<file path="config.mk">
export PLATFORM = sky130hd
export DESIGN_NAME = sisc_seq
export DESIGN_NICKNAME = d
export VERILOG_FILES = /design/src/rtl/sisc_pkg.sv /design/src/rtl/mem_wait_timer.sv /design/src/rtl/sisc_seq.sv
export SDC_FILE = /design/constraint.sdc
export NUM_CORES = 1
export LEC_CHECK = 0
export CAP_MARGIN = 0
export CORE_MARGIN = 2
export CORE_UTILIZATION = 41
export DETAILED_ROUTE_END_ITERATION = 10
export PLACE_DENSITY = 0.74
export SYNTH_ARGS = -nofsm -noshare
export SYNTH_HDL_FRONTEND = slang
export SYNTH_SLANG_ARGS = --single-unit
</file>
<file path="constraint.sdc">
create_clock -name clk -period 1.95 [get_ports clk]
set_input_delay 0.39 -clock clk [delete_from_list [all_inputs] [get_ports clk]]
set_output_delay 0.39 -clock clk [all_outputs]
set_load 0.01 [all_outputs]
</file>
<file path="src/rtl/sisc_pkg.sv">
// ============================================================================
// sisc_pkg : shared opcodes, sequencer states and control encodings for SISC
// Rev 1.0  : initial release
// ============================================================================
`default_nettype none

package sisc_pkg;

  localparam logic [3:0] OP_NOP = 4'h0;
  localparam logic [3:0] OP_ALU = 4'h1;
  localparam logic [3:0] OP_BRA = 4'h2;
  localparam logic [3:0] OP_LOD = 4'h3;
  localparam logic [3:0] OP_STR = 4'h4;
  localparam logic [3:0] OP_HLT = 4'hF;

  typedef enum logic [2:0] {
    S_FETCH  = 3'd0,
    S_DECODE = 3'd1,
    S_EXEC   = 3'd2,
    S_MEM    = 3'd3,
    S_WBACK  = 3'd4,
    S_HALT   = 3'd5
  } state_t;

  localparam logic [1:0] ALU_ADDR = 2'b00;
  localparam logic [1:0] ALU_BRA  = 2'b01;
  localparam logic [1:0] ALU_FUNC = 2'b10;

  localparam logic WB_ALU = 1'b0;
  localparam logic WB_MEM = 1'b1;

  // An all-zero condition mask means "branch always".
  function automatic logic bra_taken(input logic [3:0] mask, input logic [3:0] flags);
    return (mask == 4'h0) || ((mask & flags) != 4'h0);
  endfunction

endpackage

`default_nettype wire

</file>
<file path="src/rtl/mem_wait_timer.sv">
// ============================================================================
// mem_wait_timer : clear/enable wait counter with terminal flag at WAIT_MAX
// Rev 1.0        : initial release
// ============================================================================
`default_nettype none

module mem_wait_timer #(
  parameter int WAIT_MAX = 15,
  parameter int WIDTH    = $clog2(WAIT_MAX + 1)
) (
  input  logic clk,
  input  logic rst_n,
  input  logic clr,
  input  logic en,
  output logic term
);

  logic [WIDTH-1:0] r_count;

  assign term = (r_count == WIDTH'(WAIT_MAX));

  // Saturates at the terminal value so the flag cannot wrap away.
  always_ff @(posedge clk or negedge rst_n) begin
    if (!rst_n) begin
      r_count <= '0;
    end else if (clr) begin
      r_count <= '0;
    end else if (en && !term) begin
      r_count <= r_count + 1'b1;
    end
  end

endmodule

`default_nettype wire

</file>
<file path="src/rtl/sisc_seq.sv">
// ============================================================================
// sisc_seq : multi-cycle SISC instruction sequencer with bounded memory wait
// Rev 1.0  : initial release
// ============================================================================
`default_nettype none

module sisc_seq
  import sisc_pkg::*;
#(
  parameter int WAIT_MAX = 15
) (
  input  logic       clk,
  input  logic       rst_f,
  input  logic [3:0] opcode,
  input  logic [3:0] mm,
  input  logic [3:0] stat,
  input  logic       dm_ack,
  output logic       ir_load,
  output logic       pc_write,
  output logic       pc_sel,
  output logic       rf_we,
  output logic       wb_sel,
  output logic       rb_sel,
  output logic [1:0] alu_op,
  output logic       stat_en,
  output logic       dm_req,
  output logic       dm_we,
  output logic       halted,
  output logic       fault
);

  state_t     r_state;
  state_t     w_next;
  logic [3:0] r_op;
  logic [3:0] r_mm;
  logic       r_fault;
  logic       w_term;

  logic       w_ir_load, w_pc_write, w_pc_sel, w_rf_we, w_wb_sel, w_rb_sel;
  logic [1:0] w_alu_op;
  logic       w_stat_en, w_dm_req, w_dm_we;

  mem_wait_timer #(
    .WAIT_MAX (WAIT_MAX)
  ) u_wait (
    .clk   (clk),
    .rst_n (rst_f),
    .clr   (r_state != S_MEM),
    .en    ((r_state == S_MEM) && !dm_ack),
    .term  (w_term)
  );

  always_ff @(posedge clk or negedge rst_f) begin
    if (!rst_f) begin
      r_state <= S_FETCH;
      r_op    <= OP_NOP;
      r_mm    <= 4'h0;
      r_fault <= 1'b0;
    end else begin
      r_state <= w_next;
      if (r_state == S_DECODE) begin
        r_op <= opcode;
        r_mm <= mm;
      end
      if ((r_state == S_MEM) && !dm_ack && w_term) begin
        r_fault <= 1'b1;
      end
    end
  end

  always_comb begin
    w_next     = r_state;
    w_ir_load  = 1'b0;
    w_pc_write = 1'b0;
    w_pc_sel   = 1'b0;
    w_rf_we    = 1'b0;
    w_wb_sel   = WB_ALU;
    w_rb_sel   = 1'b0;
    w_alu_op   = ALU_ADDR;
    w_stat_en  = 1'b0;
    w_dm_req   = 1'b0;
    w_dm_we    = 1'b0;

    case (r_state)
      S_FETCH: begin
        w_ir_load  = 1'b1;
        w_pc_write = 1'b1;
        w_next     = S_DECODE;
      end
      S_DECODE: begin
        case (opcode)
          OP_ALU, OP_BRA, OP_LOD, OP_STR: w_next = S_EXEC;
          OP_HLT:                         w_next = S_HALT;
          default:                        w_next = S_FETCH;
        endcase
      end
      S_EXEC: begin
        case (r_op)
          OP_ALU: begin
            w_alu_op  = ALU_FUNC;
            w_stat_en = 1'b1;
            w_next    = S_WBACK;
          end
          OP_LOD, OP_STR: begin
            w_alu_op = ALU_ADDR;
            w_next   = S_MEM;
          end
          OP_BRA: begin
            w_alu_op = ALU_BRA;
            if (bra_taken(r_mm, stat)) begin
              w_pc_write = 1'b1;
              w_pc_sel   = 1'b1;
            end
            w_next = S_FETCH;
          end
          default: w_next = S_FETCH;
        endcase
      end
      S_MEM: begin
        w_dm_req = 1'b1;
        w_dm_we  = (r_op == OP_STR);
        w_rb_sel = (r_op == OP_STR);
        // Ack takes priority over the timeout on the same edge.
        if (dm_ack) begin
          w_next = (r_op == OP_LOD) ? S_WBACK : S_FETCH;
        end else if (w_term) begin
          w_next = S_HALT;
        end
      end
      S_WBACK: begin
        w_rf_we  = 1'b1;
        w_wb_sel = (r_op == OP_LOD) ? WB_MEM : WB_ALU;
        w_next   = S_FETCH;
      end
      S_HALT:  w_next = S_HALT;
      default: w_next = S_FETCH;
    endcase
  end

  // Reset forces every output low, including the FETCH strobes of the reset state.
  assign ir_load  = rst_f & w_ir_load;
  assign pc_write = rst_f & w_pc_write;
  assign pc_sel   = rst_f & w_pc_sel;
  assign rf_we    = rst_f & w_rf_we;
  assign wb_sel   = rst_f & w_wb_sel;
  assign rb_sel   = rst_f & w_rb_sel;
  assign alu_op   = rst_f ? w_alu_op : 2'b00;
  assign stat_en  = rst_f & w_stat_en;
  assign dm_req   = rst_f & w_dm_req;
  assign dm_we    = rst_f & w_dm_we;
  assign halted   = rst_f & (r_state == S_HALT);
  assign fault    = rst_f & r_fault;

endmodule

`default_nettype wire

</file>
# After elaboration in Yosys (flattened, before gate mapping)
# Index checks and enable logic that the tools add are counted.
dict set report word_totals {
  register_bits 16
  in_bits 15
  output_inout_bits 13
  wordCells 69
}
dict set report op_classes {
  n_addsub 1
  eq_ne 17
  muxes 23
  n_bitwise 11
  n_reduce_logical 12
}
# operator count
set ops {}
lappend ops {{$eq A4 B2 Y1 const B} 4}
lappend ops {{$pmux W3 S5} 1}
lappend ops {{$pmux W3 S2} 2}
lappend ops {{$mux W1} 11}
lappend ops {{$and A1 B1 Y1} 10}
lappend ops {{$mux W3} 3}
lappend ops {{$eq A4 B1 Y1 const B} 2}
lappend ops {{$eq A4 B3 Y1 const B} 2}
lappend ops {{$eq A4 B4 Y1 const B} 2}
lappend ops {{$mux W4} 2}
lappend ops {{$eq A3 B2 Y1 const B} 2}
lappend ops {{$eq A3 B3 Y1 const B} 2}
lappend ops {{$ne A3 B2 Y1 const B} 2}
lappend ops {{$add A4 B1 Y4 const B} 1}
lappend ops {{$and A4 B4 Y4} 1}
lappend ops {{$logic_not A4 Y1} 1}
lappend ops {{$mux W2} 2}
lappend ops {{$pmux W2 S2} 1}
lappend ops {{$reduce_bool A4 Y1} 1}
lappend ops {{$reduce_or A4 Y1} 1}
lappend ops {{$eq A3 B1 Y1 const B} 1}
lappend ops {{$logic_and A1 B1 Y1} 3}
lappend ops {{$logic_not A3 Y1} 1}
lappend ops {{$logic_not A1 Y1} 2}
lappend ops {{other kinds (4)} 4}

# Depth between registers and ports, before layout
dict set report depth {
  ltp_word 7
  ltp_mapped 4
  mapped_depth_nobuf 4
}

# By module
# A second synthesis with hierarchy kept.
dict set report hier_totals {
  hier_cells 89
  hier_area_um2 965.9
}
# module n_inst cells_each area_each_um2 seq_area_each_um2
set by_module_without_submodules {}
lappend by_module_without_submodules {sisc_seq 1 69 737.0 300.3}
lappend by_module_without_submodules {mem_wait_timer 1 20 229.0 100.1}

# Worst setup path after synthesis
# Ideal clock, no wire load.
dict set report synth_path {
  kind {reg2out}
  from {register r_state[2]}
  to {output pc_write}
  arrival_ns 1.587
  t_required_ns 1.560
  setup_slack_ns -0.027
  stages_incl_launch_ff 5
  path_buffers 1
  cell_sequence {dfrtp_1 > buf_6 > or3b_1 > or4_4 > o21bai_1}
}
dict set report synth_via {
  elab_chain_cells 3
  elab_cells_between_ends 4
  cone_classes {eq/ne: 1; mux: 1; bitwise: 1; reduce/logical: 1}
}
# element line
set synth_rtl {}
lappend synth_rtl {{start: declaration} sisc_seq.sv:32} ;# state_t r_state;
lappend synth_rtl {{start signal: assignment} sisc_seq.sv:60} ;# r_state <= w_next;
lappend synth_rtl {{$eq A3 B2 Y1 or $logic_not A3 Y1 (tied branches)} sisc_seq.sv:84} ;# case (r_state)
lappend synth_rtl {{$pmux W1 S2 (*)} sisc_seq.sv:84}
lappend synth_rtl {{$and A1 B1 Y1 (*)} sisc_seq.sv:142} ;# assign pc_write = rst_f & w_pc_write;
lappend synth_rtl {{end: declaration} sisc_seq.sv:19} ;# output logic pc_write,
# Every way passes the cells marked *; elsewhere a longest branch is shown, timed or not.

# Final worst setup path
# Ends and elaborated chain as after synthesis.

==> run metrics <==
top-area cell type share of the netlist area=0.431; placer congestion estimate=0.834; yosys warns=0; Setup Viol. Count Final=5; RSZ-0062 raised after global routing=true; CP required=between 1500 and 2000 ps; Remaining Overflow, GRT=0; syn_nets=105; Die H=slightly above 50 um; fraction of registers with async set/reset=1.00; Worst Tran Pin Value=549 ps; initial antenna violation count=0; I/O pin count=28; Layout fillers=171; CTS tree=done; Setup crit start kind=flop; status=finished, violations left; hpwl dp=1.75 mm; vias=879; CTS sink count=16; Worst Hold Class=input port to asynchronous set/reset pin; DRC errors left=0; flops & latches, synth=16; WL/cell=~15 um; Worst setup EP type=output port; die area=2660 um^2; layout cells sized above 1=0.404; Core Footprint=between 2000 and 2500 um^2; Clock Tree Buf Depth=2; Fin. Hold Viols=0; Routed Antenna Nets=0; final worst setup slack=-237 ps; setup skew after layout=1.96 ps; leakage power=around 0.66 nW; DR vias/cell=between 5 and 6; Die X-Extent=51.6 um; EDFF count, synth=0; Setup WS pre-CTS=-556 ps; GR Util All Layers=0.214; largest net degree at the start of global routing=17; Root Buffer Master=clkbuf_4; Mapped Area=930 um^2; # rows=17; Post-Syn Instances=a little under 90; Cell variety after synth=37; total power=0.00178 W; leading area contributor after synthesis=dfrtp_1; CTS clock-pin slew for the worst setup and hold paths=90 ps; port buffer count=27; fin. max-slew vios=0; clk_lat worst skew=280 ps; crit path DAT=1800 ps; cts bufs inserted=3; period utilization=1.12; synthesized area per cell=10.4 um^2; Final TNS setup=-789 ps; initial DRC count=15; DRT Pass-1 Iters=4; nets=153; crit path kind=flop to output port; # hold bufs at CTS=0; ranking of synthesized cells by area=dfrtp_1 43%, mux2_2 9.7%, nand3b_1 3.2%; worst-path fanout max=3; failing checks=setup timing; Area growth syn-to-layout=55.0%; Top FF cell, synth=dfrtp_1; vias in the first global route=910; register area share after synthesis=0.431; fin crit period=2190 ps; normalized max-slew margin=0.631; P per Cell Area=1240 nW/um^2; H-tree levels=1; VDD IR max=0.967 mV; max-cap violations=0; initial core utilization=0.428; Max Fclk=between 400 and 500 MHz; antenna cells=0; register area=400 um^2; routed wire length=between 2 and 3 mm; first-pass GRT wire length=4.26 mm; area of the multi-input gates=537 um^2
==> placed cells by master (no fill, tap or decap), types with 3 or more instances in the layout <==
| cell | count |
|---|---|
| buf_2 | 6 |
| nand3b_1 | 4 |
| mux2_2 | 8 |
| nor2_1 | 6 |
| clkdlybuf4s50_1 | 13 |
| clkbuf_4 | 3 |
| o311ai_0 | 3 |
| inv_1 | 4 |
| o41ai_1 | 3 |
| dfrtp_1 | 16 |
| buf_4 | 15 |
| buf_6 | 7 |
==> cell families after synthesis <==
logic type	share of synthesized area
AOI/OAI and AO/OA	0.140
DFF	0.431
and+or+nand+nor	0.237
buffers and inverters	0.0525
xor gates and xnor gates	0.0188
adders and majority gates	0.0135
muxes	0.108
==> power breakdown <==
| part | switching, W | internal, W | total, W |
|---|---|---|---|
| logic | 0.000452 | 0.000573 | 0.00102 |
| registers | 0.0000949 | 0.000452 | 0.000546 |
| clock network | 0.0000995 | 0.000114 | 0.000213 |
==> flip-flops by register name (all words and copies together) (netlist names) <==
name and cells:
r_state 3, r_fault 1, r_op 4, u_wait.r_count 4
r_mm 4
==> per-stage QoR <==
stage	instance area [um^2]	hold slack, ps	std cells	utilization
floorplan	933	94.4	89	-
global placement	1310	454	154	0.606
detailed placement	1310	466	154	0.606
CTS	1410	186	160	0.649
global route	1440	194	164	0.664
finish	1440	195	164	0.664
==> final timing paths <==
path	start	to	slack [ps]	cells past startpoint
max in group asynchronous	rst_f	r_mm[2]	1500	3
hold reg to reg	r_fault	r_fault	480	1
min in group clk	r_fault	r_fault	480	1
setup reg to reg	r_state[1]	r_op[0]	190	5
hold / removal	rst_f	r_mm[3]	190	2
setup / recovery	r_state[2]	pc_write	-240	4
==> Yosys cell counts (3+ instances only) <==
cell / instances
o41ai_1: 3
nor3_1: 3
nand3b_1: 4
mux2_2: 8
dfrtp_1: 16
inv_1: 5
nor4_1: 3
o311ai_0: 3
nor2_1: 7
==> worst max-delay path, stage by stage (launching register included) <==
cell and delay (ps):
dfrtp_1 390, or3b_4 410, or4_4 470, o21bai_4 130, buf_6 110
==> final cells by class <==
| class | instances | share of cell area |
|---|---|---|
| clock buffers | 4 | 0.0252 |
| inverters | 5 | 0.0130 |
| well taps | 28 | 0.0243 |
| flip-flops and latches | 16 | 0.278 |
| multi-input cells | 64 | 0.372 |
| repair buffers | 47 | 0.287 |
==> what timing repair did <==
item                                    CTS  global route
gates resized for setup                  58             9
endpoints found under the setup margin   13             9
buffers inserted                          2             5
pin swaps                                 6             3
==> layer usage <==
layer,vias up,share of wire,global-route usage
met1,428,0.47,0.291
met5,-,0,0
met3,2,0.030,0.0201
li1,432,-,-
met4,0,0.0040,0.0746
met2,17,0.50,0.355
No activity file was read; power rests on OpenSTA's default activity.
